## src/rtl/uart_rx_pkg.sv

```systemverilog
// Shared definitions for the UART receive path: FSM encodings and frame constants.
// Latency: n/a (declarations only).
// Backpressure: n/a.
package uart_rx_pkg;

    // Receiver FSM encodings, kept 3 bits wide to sit alongside the transmitter's states.
    typedef enum logic [2:0] {
        RX_IDLE   = 3'd0,
        RX_START  = 3'd1,
        RX_DATA   = 3'd2,
        RX_PARITY = 3'd3,
        RX_STOP   = 3'd4
    } rx_state_e;

    // Frame format: 8 data bits, even parity.
    localparam int DATA_BITS   = 8;
    localparam bit PARITY_EVEN = 1'b1;

endpackage

```

## src/rtl/uart_rx_sync.sv

```systemverilog
// Metastability synchronizer: SYNC_STAGES flop chain, reset to 1 (line idle level).
// Latency: SYNC_STAGES cycles from async_in to sync_out.
// Backpressure: none; free-running every cycle.
module uart_rx_sync #(
    parameter int SYNC_STAGES = 2
) (
    input  logic clk,
    input  logic rst,
    input  logic async_in,
    output logic sync_out
);

    logic [SYNC_STAGES-1:0] sync_q;
    logic [SYNC_STAGES-1:0] sync_d;

    // Shift the raw input one stage further down the chain each cycle.
    always_comb begin
        sync_d = {sync_q[SYNC_STAGES-2:0], async_in};
    end

    // Chain registers; reset to 1 so a reset never looks like a start bit.
    always_ff @(posedge clk) begin
        if (rst) begin
            sync_q <= '1;
        end else begin
            sync_q <= sync_d;
        end
    end

    assign sync_out = sync_q[SYNC_STAGES-1];

endmodule

```

## src/rtl/uart_rx.sv

```systemverilog
// UART receiver: 8 data bits LSB first, even parity, 1 stop; mid-bit sampling.
// Latency: SYNC_STAGES + CLKS_PER_BIT/2 + 10*CLKS_PER_BIT cycles from start edge to strobe (+-1).
// Backpressure: none; strobes are single-cycle and must be taken when issued.
module uart_rx
    import uart_rx_pkg::*;
#(
    parameter int CLKS_PER_BIT = 16,
    parameter int SYNC_STAGES  = 2
) (
    input  logic       clk,
    input  logic       rst,
    input  logic       en,
    input  logic       rx,
    output logic [7:0] data,
    output logic       valid,
    output logic       parity_err,
    output logic       frame_err,
    output logic       busy
);

    localparam int TW = $clog2(CLKS_PER_BIT);
    localparam int IW = $clog2(DATA_BITS);
    localparam logic [TW-1:0] TICK_LAST = TW'(CLKS_PER_BIT - 1);
    localparam logic [TW-1:0] HALF_LAST = TW'(CLKS_PER_BIT / 2 - 1);
    localparam logic [IW-1:0] IDX_LAST  = IW'(DATA_BITS - 1);

    logic rx_s;

    rx_state_e              state_q, state_d;
    logic [TW-1:0]          tick_q, tick_d;
    logic [IW-1:0]          idx_q, idx_d;
    logic [DATA_BITS-1:0]   shift_q, shift_d;
    logic [DATA_BITS-1:0]   data_q, data_d;
    logic                   perr_q, perr_d;
    logic                   armed_q, armed_d;
    logic                   valid_q, valid_d;
    logic                   parity_err_q, parity_err_d;
    logic                   frame_err_q, frame_err_d;

    uart_rx_sync #(
        .SYNC_STAGES(SYNC_STAGES)
    ) u_sync (
        .clk      (clk),
        .rst      (rst),
        .async_in (rx),
        .sync_out (rx_s)
    );

    // Next-state, bit timing, sampling and strobe generation.
    always_comb begin
        state_d      = state_q;
        tick_d       = tick_q;
        idx_d        = idx_q;
        shift_d      = shift_q;
        data_d       = data_q;
        perr_d       = perr_q;
        armed_d      = armed_q;
        valid_d      = 1'b0;
        parity_err_d = 1'b0;
        frame_err_d  = 1'b0;

        unique case (state_q)
            RX_IDLE: begin
                tick_d = '0;
                idx_d  = '0;
                // A break leaves the line low; wait for it to go high before re-arming.
                if (rx_s) begin
                    armed_d = 1'b1;
                end
                if (en && !rx_s && armed_q) begin
                    state_d = RX_START;
                end
            end
            RX_START: begin
                if (tick_q == HALF_LAST) begin
                    tick_d = '0;
                    // Still low at mid-start: real start bit; otherwise a glitch.
                    state_d = rx_s ? RX_IDLE : RX_DATA;
                end else begin
                    tick_d = tick_q + TW'(1);
                end
            end
            RX_DATA: begin
                if (tick_q == TICK_LAST) begin
                    tick_d          = '0;
                    shift_d[idx_q]  = rx_s;
                    if (idx_q == IDX_LAST) begin
                        state_d = RX_PARITY;
                    end else begin
                        idx_d = idx_q + IW'(1);
                    end
                end else begin
                    tick_d = tick_q + TW'(1);
                end
            end
            RX_PARITY: begin
                if (tick_q == TICK_LAST) begin
                    tick_d  = '0;
                    perr_d  = rx_s ^ (^shift_q) ^ !PARITY_EVEN;
                    state_d = RX_STOP;
                end else begin
                    tick_d = tick_q + TW'(1);
                end
            end
            RX_STOP: begin
                if (tick_q == TICK_LAST) begin
                    tick_d  = '0;
                    state_d = RX_IDLE;
                    if (!rx_s) begin
                        // Framing error wins over parity; also disarm until line recovers.
                        frame_err_d = 1'b1;
                        armed_d     = 1'b0;
                    end else if (perr_q) begin
                        parity_err_d = 1'b1;
                    end else begin
                        data_d  = shift_q;
                        valid_d = 1'b1;
                    end
                end else begin
                    tick_d = tick_q + TW'(1);
                end
            end
            default: begin
                state_d = RX_IDLE;
            end
        endcase
    end

    // State and datapath registers with synchronous reset.
    always_ff @(posedge clk) begin
        if (rst) begin
            state_q      <= RX_IDLE;
            tick_q       <= '0;
            idx_q        <= '0;
            shift_q      <= '0;
            data_q       <= '0;
            perr_q       <= 1'b0;
            armed_q      <= 1'b1;
            valid_q      <= 1'b0;
            parity_err_q <= 1'b0;
            frame_err_q  <= 1'b0;
        end else begin
            state_q      <= state_d;
            tick_q       <= tick_d;
            idx_q        <= idx_d;
            shift_q      <= shift_d;
            data_q       <= data_d;
            perr_q       <= perr_d;
            armed_q      <= armed_d;
            valid_q      <= valid_d;
            parity_err_q <= parity_err_d;
            frame_err_q  <= frame_err_d;
        end
    end

    assign data       = data_q;
    assign valid      = valid_q;
    assign parity_err = parity_err_q;
    assign frame_err  = frame_err_q;
    assign busy       = (state_q != RX_IDLE);

endmodule

```

## config.mk

```make
export PLATFORM = sky130hd
export DESIGN_NAME = uart_rx
export DESIGN_NICKNAME = d
export VERILOG_FILES = /design/src/rtl/uart_rx_pkg.sv /design/src/rtl/uart_rx_sync.sv /design/src/rtl/uart_rx.sv
export SDC_FILE = /design/constraint.sdc
export NUM_CORES = 1
export LEC_CHECK = 0
export ABC_AREA = 0
export BUFFER_PORTS_ARGS = -buffer_cell sky130_fd_sc_hd__buf_2
export CELL_PAD_IN_SITES_DETAIL_PLACEMENT = 2
export CELL_PAD_IN_SITES_GLOBAL_PLACEMENT = 2
export CORE_ASPECT_RATIO = 0.5
export CORE_MARGIN = 2
export CORE_UTILIZATION = 35
export DETAILED_ROUTE_END_ITERATION = 10
export GPL_TIMING_DRIVEN = 1
export PLACE_DENSITY = 0.84
export RECOVER_POWER = 50
export SLEW_MARGIN = 10
export SYNTH_ARGS = -nofsm -noshare
export SYNTH_HDL_FRONTEND = slang
export SYNTH_HIERARCHICAL = 1
export SYNTH_SLANG_ARGS = --single-unit
```

## constraint.sdc

```tcl
create_clock -name clk -period 2.3 [get_ports clk]
set_clock_uncertainty 0.05 [all_clocks]
set_input_delay 0.46 -clock clk [delete_from_list [all_inputs] [get_ports clk]]
set_output_delay 0.46 -clock clk [all_outputs]
set_load 0.01 [all_outputs]
```

==> results of run 1 <==
-- per-stage QoR --
step	instance area, um^2	total power, uW
2_1_floorplan	1650	679
3_3_place_gp	1750	700
3_5_place_dp	1750	705
4_1_cts	1870	1290
5_1_grt	1850	1330
6_report	1850	1280
-- final cells by class --
type / instances / area share
flip-flops and latches: 33 / 0.357
inverters: 2 / 0.00405
repair buffers: 18 / 0.0426
clock inverters: 1 / 0.0162
well taps: 57 / 0.0385
clock buffers: 7 / 0.0466
multi-input cells: 127 / 0.495
-- critical path, cell delays in order, from the launching register on --
cell and delay [ps]:
dfxtp_1 390, ha_1 240, ha_1 200, nor4b_1 390, o22ai_1 280, a311oi_1 370
a41o_1 130
-- per-layer routing --
layer | GRT usage | part of all wire | up-vias
li1 | - | - | 644
met1 | 0.260 | 0.48 | 717
met2 | 0.361 | 0.49 | 21
met3 | 0.0493 | 0.024 | 6
met4 | 0.0856 | 0.014 | 0
met5 | 0 | 0 | -
-- worst paths after layout --
path                               startpoint                           to  slack [ps]  cells after the start
setup reg to reg        idx_q[0]$_SDFFE_PP0P_      state_q[1]$_SDFFE_PP0P_         200                      6
hold / removal                             rx  u_sync/sync_q[0]$_SDFF_PP1_         310                      2
setup / recovery        idx_q[0]$_SDFFE_PP0P_      state_q[1]$_SDFFE_PP0P_         200                      6
hold reg to reg   u_sync/sync_q[0]$_SDFF_PP1_  u_sync/sync_q[1]$_SDFF_PP1_         370                      1
-- cells by family (layout without fill, tap and decap cells) --
family | Yosys count | count (layout) | share of synthesized area
AO/OA/AOI/OAI | 23 | 23 | 0.0951
flip-flops | 33 | 33 | 0.402
AND/OR/NAND/NOR | 74 | 74 | 0.271
multiplexers | 20 | 20 | 0.122
adder cells (fa/ha/maj) | 3 | 3 | 0.0228
XOR/XNOR | 7 | 7 | 0.0456
buffers and inverters | 14 | 28 | 0.0411
-- state kept, by name (all words and copies together) (netlist names) --
name           count
perr_q             1
armed_q            1
parity_err         1
data               8
state_q            3
valid              1
frame_err          1
u_sync/sync_q      2
idx_q              3
tick_q             4
shift_q            8
-- where the power goes --
part,total (uW),switching (uW),leakage [uW],internal [uW]
combinational,89.4,50.6,0.000496,38.9
clock,588,235,0.0000585,353
sequential,604,23.9,0.000266,580
-- synth_stat cells (2+ instances only) --
library cell,n
mux2i_1,19
nor2b_1,3
xor2_1,3
a21oi_1,6
nand3b_1,5
ha_1,3
dfxtp_1,33
nor2_1,25
buf_2,6
nand4_1,4
xnor2_1,3
nand4b_1,5
o211ai_1,2
inv_1,2
and4b_1,2
clkbuf_1,5
o21ai_0,4
nor3b_2,2
and2_1,4
nor3_1,4
nand2_1,5
or2_1,2
nor3b_1,2
a21bo_2,2
nand3_1,4
-- cell usage in the layout (no fill, tap or decap), types with 5 or more instances in the layout --
cell	n
nor2_1	25
nand4b_1	5
clkbuf_8	6
clkbuf_1	14
dfxtp_1	33
mux2i_1	19
a21oi_1	6
nand3b_1	5
nand2_1	5
==> metrics, run 1 <==
outcome complete, no violations; Placed Cells ~240; number of port buffers 15; Area Growth Syn to Fin 12.5%; HP Class primary input to flip-flop; CTS tree built; Post-Syn Area between 1500 and 2000 um^2; total track usage 0.211; DR iter-0 viols 29; die width around 100 um; Static Leakage a little over 0.0008 uW; Async SR Flop Fraction 0; # clock sinks 33; DR pass1 iterations 5; clk buf depth 2; core area around 4500 um^2; hold_buf cts 0; post-synthesis sequential area ratio 0.402; htree depth 2; unrepaired setup endpoints after global routing no; Vias per Instance about 5.7; share of cells above drive strength 1 0.112; # fillers 486; Post-Syn Instances roughly 170; total negative slack 0 ps; worst hold slack 312 ps; clk root buf clkbuf_8; slew margin rel. 0.412; post_cts resized 0; Via Count around 1400; Slew Limit Fails 0; Yosys reg bits 33; number of hold violations in the final report 0; Final period util 0.913; DR WL/cell 20.9 um; Initial Utilization 0.368; final core utilization 0.415; FF/Latch Area 661 um^2; DRT antenna net count 0; setup repair bufs after CTS 0; Critical Path AT between 2000 and 2500 ps; initial antenna violation count 0; PD cells 692 nW/um^2; CTS buffer count 5; final-report setup violation count 0; I/O Pins 16; CP required ~2500 ps; CP Launch Type flip-flop; first-pass GRT wire length about 8200 um; multi-input logic area a little over 900 um^2; yosys warns 6; Routed WL around 5100 um; CP max FO 7; Tightest Pin Transition just under 900 ps; FMAX around 0.48 GHz; Unique masters post-synth 44; Setup WS post-layout 201 ps; syn nets approximately 180; largest cells by area after synthesis dfxtp_1 (40%), mux2i_1 (12%), nor2_1 (5.7%); CP endpoint kind flip-flop; fin nets roughly 190; Avg Inst Size Synth about 9.5 um^2; Crit Path Class flip-flop to flip-flop; Yosys top cell area share 0.402; post-layout min period 2100 ps; final std cells w/o fill around 250; post-synth top area cell dfxtp_1; ANT cells 0; GPL Wtd Cong about 0.75; full die area 5300 um^2; Rows 17; Die Ht between 50 and 60 um; Worst-path clk slew about 70 ps; pre-CTS setup slack around 380 ps; pin count of the biggest net entering global routing 20; DRC viols 0; gr ovfl total 0; maximum VDD drop ~0.24 mV; EDFF count, synth 0; Max Cap Violations 0; vias in the first global route roughly 1500; Final HPWL DP approximately 3100 um; ys flop type dfxtp_1; worst-skew pair later-pin latency roughly 290 ps
(Power assumes the default switching activity.)
==> run 2: changes to the inputs <==
PLACE_DENSITY = not set   (was 0.84)
PLACE_DENSITY_LB_ADDON = 0.1   (was not set)
==> metrics, run 2 (synthesized netlist as in run 1, its figures left out) <==
outcome complete, no violations; DR iter-0 viols 21; Tightest Pin Transition just over 800 ps; Critical Path AT between 2000 and 2500 ps; Max Cap Violations 0; final-report setup violation count 0; design area ~1800 um^2; core area between 4000 and 5000 um^2; # clock sinks 33; htree depth 2; Final HPWL DP approximately 2800 um; FF/Latch Area 661 um^2; multi-input logic area between 900 and 1000 um^2; number of hold violations in the final report 0; commonest non-fill, non-tap cells in the layout dfxtp_1 (33), nor2_1 (25), mux2i_1 (19), clkbuf_1 (13); Static Leakage approximately 0.0008 uW; worst-skew pair later-pin latency 290 ps; met3 Resource Use GR 0.0480; CP required approximately 2400 ps; Slowest-stage cell, CP and3_1; clk root buf clkbuf_8; GPL Wtd Cong 0.700; total negative slack 0 ps; Vias per Instance roughly 5.4; Cell Chain, Critical Path ha_1, and3_1, nand4b_1, buf_4, mux2i_1, nor2_1; vias in the first global route approximately 1300; share of cells above drive strength 1 0.107; slew margin rel. 0.464; Die Ht 52.5 um; number of port buffers 15; Via Count ~1300; FMAX 0.502 GHz; PD cells around 630 nW/um^2; CTS tree built; most common cell after layout, fill and taps aside dfxtp_1; Routed WL about 4000 um; full die area around 5300 um^2; Top Family by Delay on Critical Path simple AND/OR/NAND/NOR gates; ANT cells 0; met2 usage 0.257; CP endpoint kind flip-flop; fin nets slightly below 200; DRC viols 0; Area Growth Syn to Fin 10.8%; Initial Utilization 0.368; hold_buf cts 0; CTS buffer count 5; worst path buffer plus inverter count 1; Cell Area, Placed about 1800 um^2; met1 global-route usage 0.229; CP max FO 11; total track usage 0.169; post_cts resized 0; Final period util 0.866; first-pass GRT wire length between 6000 and 7000 um; clk buf depth 2; # fillers 507; gr ovfl total 0; GR peak layer met2; setup repair bufs after CTS 0; slowest cell delay on critical path approximately 450 ps; Worst-path clk slew 70 ps; Slew Limit Fails 0; DR WL/cell approximately 16 um; die width slightly above 100 um; I/O Pins 16; CP Launch Type flip-flop; post-layout min period ~2000 ps; Crit Path Class flip-flop to flip-flop; pin count of the biggest net entering global routing 20; unrepaired setup endpoints after global routing no; initial antenna violation count 0; Rows 17; HP Class primary input to flip-flop; DR pass1 iterations 2; maximum VDD drop about 0.22 mV; final core utilization 0.408; DRT antenna net count 0
## run 2: where the power goes
group / switching (uW) / internal [uW]
Combinational: 48.6 / 39.6
Sequential: 21.7 / 580
Clock: 220 / 237
Total: 291 / 856
## run 2: worst paths after layout
path	from	to	slack, ps	depth (start not counted)
max reg2reg	tick_q[0]$_SDFFE_PP0P_	data[1]$_SDFFE_PP0P_	310	6
max	tick_q[0]$_SDFFE_PP0P_	data[1]$_SDFFE_PP0P_	310	6
min	rx	u_sync/sync_q[0]$_SDFF_PP1_	300	2
min reg2reg	u_sync/sync_q[0]$_SDFF_PP1_	u_sync/sync_q[1]$_SDFF_PP1_	360	1
## run 2: metal layers
layer / up-vias / routed length [um]
met4: 0 / 35
li1: 641 / -
met5: - / 0
met1: 656 / 2080
met2: 11 / 1770
met3: 4 / 114
## run 2: layout make-up
cell class	instances	share of cell area
flip-flops and latches	33	0.362
well taps	57	0.0391
clock inverters	1	0.00412
clock buffers	6	0.0453
multi-input cells	127	0.502
repair buffers	18	0.0432
inverters	2	0.00412
## run 2: stage by stage
stage | hold WS, ps | std cells | setup WS (ps) | power, uW
6_report | 300 | 244 | 307 | 1150
5_1_grt | 294 | 244 | 145 | 1210
4_1_cts | 293 | 244 | 286 | 1170
3_5_place_dp | 350 | 237 | 375 | 706
3_3_place_gp | 336 | 237 | 483 | 702
2_1_floorplan | 333 | 174 | 693 | 679
==> run 3: changes to the inputs <==
CORE_UTILIZATION = 36   (was 35)
==> metrics, run 3 (synthesized netlist as in run 1, its figures left out) <==
CP max FO 14; CP Launch Type flip-flop; slew margin rel. 0.365; fin nets between 150 and 200; worst path buffer plus inverter count 2; Slowest-stage cell, CP nor3_1; Final period util 0.854; DRC viols 0; total track usage 0.185; worst-skew pair later-pin latency between 200 and 300 ps; logic gate share of total power 0.067; Area Growth Syn to Fin 12.8%; die width between 90 and 100 um; FMAX a little over 0.5 GHz; r2r endpoint state_q[1]$_SDFFE_PP0P_; hold_buf cts 0; Crit Path Class flip-flop to output port; CTS buffer count 5; slowest cell delay on critical path about 480 ps; Critical Path AT ~1500 ps; unrepaired setup endpoints after global routing no; Rows 17; full die area just over 5000 um^2; post-layout min period 1960 ps; Routed WL roughly 4200 um; Top Family by Delay on Critical Path simple AND/OR/NAND/NOR gates; CTS tree built; CP required approximately 1800 ps; Final HPWL DP between 2000 and 3000 um; DR iter-0 viols 35; hold path depth 2; Initial Utilization 0.374; total negative slack 0 ps; DR WL/cell 17.0 um; Static Leakage about 0.00082 uW; final core utilization 0.421; clk buf depth 2; core area roughly 4400 um^2; PD cells 689 nW/um^2; share of cells above drive strength 1 0.117; DR pass1 iterations 3; first-pass GRT wire length ~7100 um; pin count of the biggest net entering global routing 22; DRT antenna net count 0; r2r startpoint state_q[0]$_SDFFE_PP0P_; post_cts resized 0; worst reg-to-reg setup slack around 390 ps; I/O Pins 16; Max Cap Violations 0; gr ovfl total 0; hold path endpoint u_sync/sync_q[0]$_SDFF_PP1_; htree depth 2; commonest non-fill, non-tap cells in the layout dfxtp_1 (33), nor2_1 (25), mux2i_1 (19), clkbuf_1 (13); Tightest Pin Transition approximately 950 ps; ANT cells 0; # clock sinks 33; HP Class primary input to flip-flop; Die Ht approximately 52 um; Vias per Instance 5.32; setup repair bufs after CTS 0; maximum VDD drop between 0.2 and 0.3 mV; NetSw 308 uW; # fillers approximately 490; vias in the first global route 1384; Seq pwr share 0.472; CP endpoint kind output port; hold_sp rx; Worst-path clk slew about 70 ps; clk root buf clkbuf_8; Cell Chain, Critical Path nor3_1, inv_1, buf_2; Via Count 1304; Pint 971 uW; switching share of power 0.241; Worst R2R Path Depth 4; Clock power frac 0.461; final-report setup violation count 0; most common cell after layout, fill and taps aside dfxtp_1; number of hold violations in the final report 0; GPL Wtd Cong 0.736; number of port buffers 15; outcome complete, no violations; Slew Limit Fails 0; initial antenna violation count 0
## run 3: layout make-up
| class | count | area [um^2] | area share |
|---|---|---|---|
| multi-input combinational | 127 | 917 | 0.494 |
| sequential | 33 | 661 | 0.356 |
| clock inverter | 2 | 37.5 | 0.0202 |
| tap | 57 | 71.3 | 0.0384 |
| inverter | 2 | 7.51 | 0.00405 |
| timing repair buffer | 18 | 78.8 | 0.0425 |
| clock buffer | 6 | 82.6 | 0.0445 |
## run 3: worst max-delay path by stage
stage / start / to / slack, ps / cells after the start
after global placement: state_q[0]$_SDFFE_PP0P_ / state_q[1]$_SDFFE_PP0P_ / 490 / 4
after global routing: state_q[0]$_SDFFE_PP0P_ / busy / 180 / 3
after detailed placement: idx_q[0]$_SDFFE_PP0P_ / idx_q[0]$_SDFFE_PP0P_ / 420 / 6
after CTS: state_q[0]$_SDFFE_PP0P_ / busy / 300 / 3
final: state_q[0]$_SDFFE_PP0P_ / busy / 340 / 3
after floorplan: idx_q[0]$_SDFFE_PP0P_ / idx_q[2]$_SDFFE_PP0P_ / 690 / 6
## run 3: stage by stage
stage | total power [uW] | hold slack (ps) | cells | cell area, um^2 | setup WS, ps
after detailed placement | 705 | 348 | 237 | 1750 | 418
final | 1280 | 292 | 245 | 1860 | 337
after CTS | 1300 | 291 | 245 | 1870 | 296
after floorplan | 679 | 333 | 174 | 1650 | 693
after global routing | 1340 | 307 | 245 | 1860 | 184
after global placement | 701 | 335 | 237 | 1750 | 489
## run 3: power by group through the flow
stage          clock network, uW  registers, uW  logic [uW]
2_1_floorplan                  0            601        77.2
3_3_place_gp                   0            615        86.0
3_5_place_dp                   0            616        88.8
4_1_cts                      607            603        88.7
5_1_grt                      632            606        99.3
6_report                     590            603        86.0
## run 3: worst reg2reg max path, delay by kind of cell, from the launching register on
kind             cells  cell delay, ps
AO/OA/AOI/OAI        3             730
AND/OR/NAND/NOR      1             430
flip-flops           1             640
## run 3: layer usage
metal	track usage	share of wire	wire length, um	up-vias
met5	0	0	0	-
met4	0.0776	0.015	61	0
met3	0.0497	0.028	116	8
met2	0.302	0.46	1910	12
met1	0.234	0.50	2070	641
li1	-	-	-	643
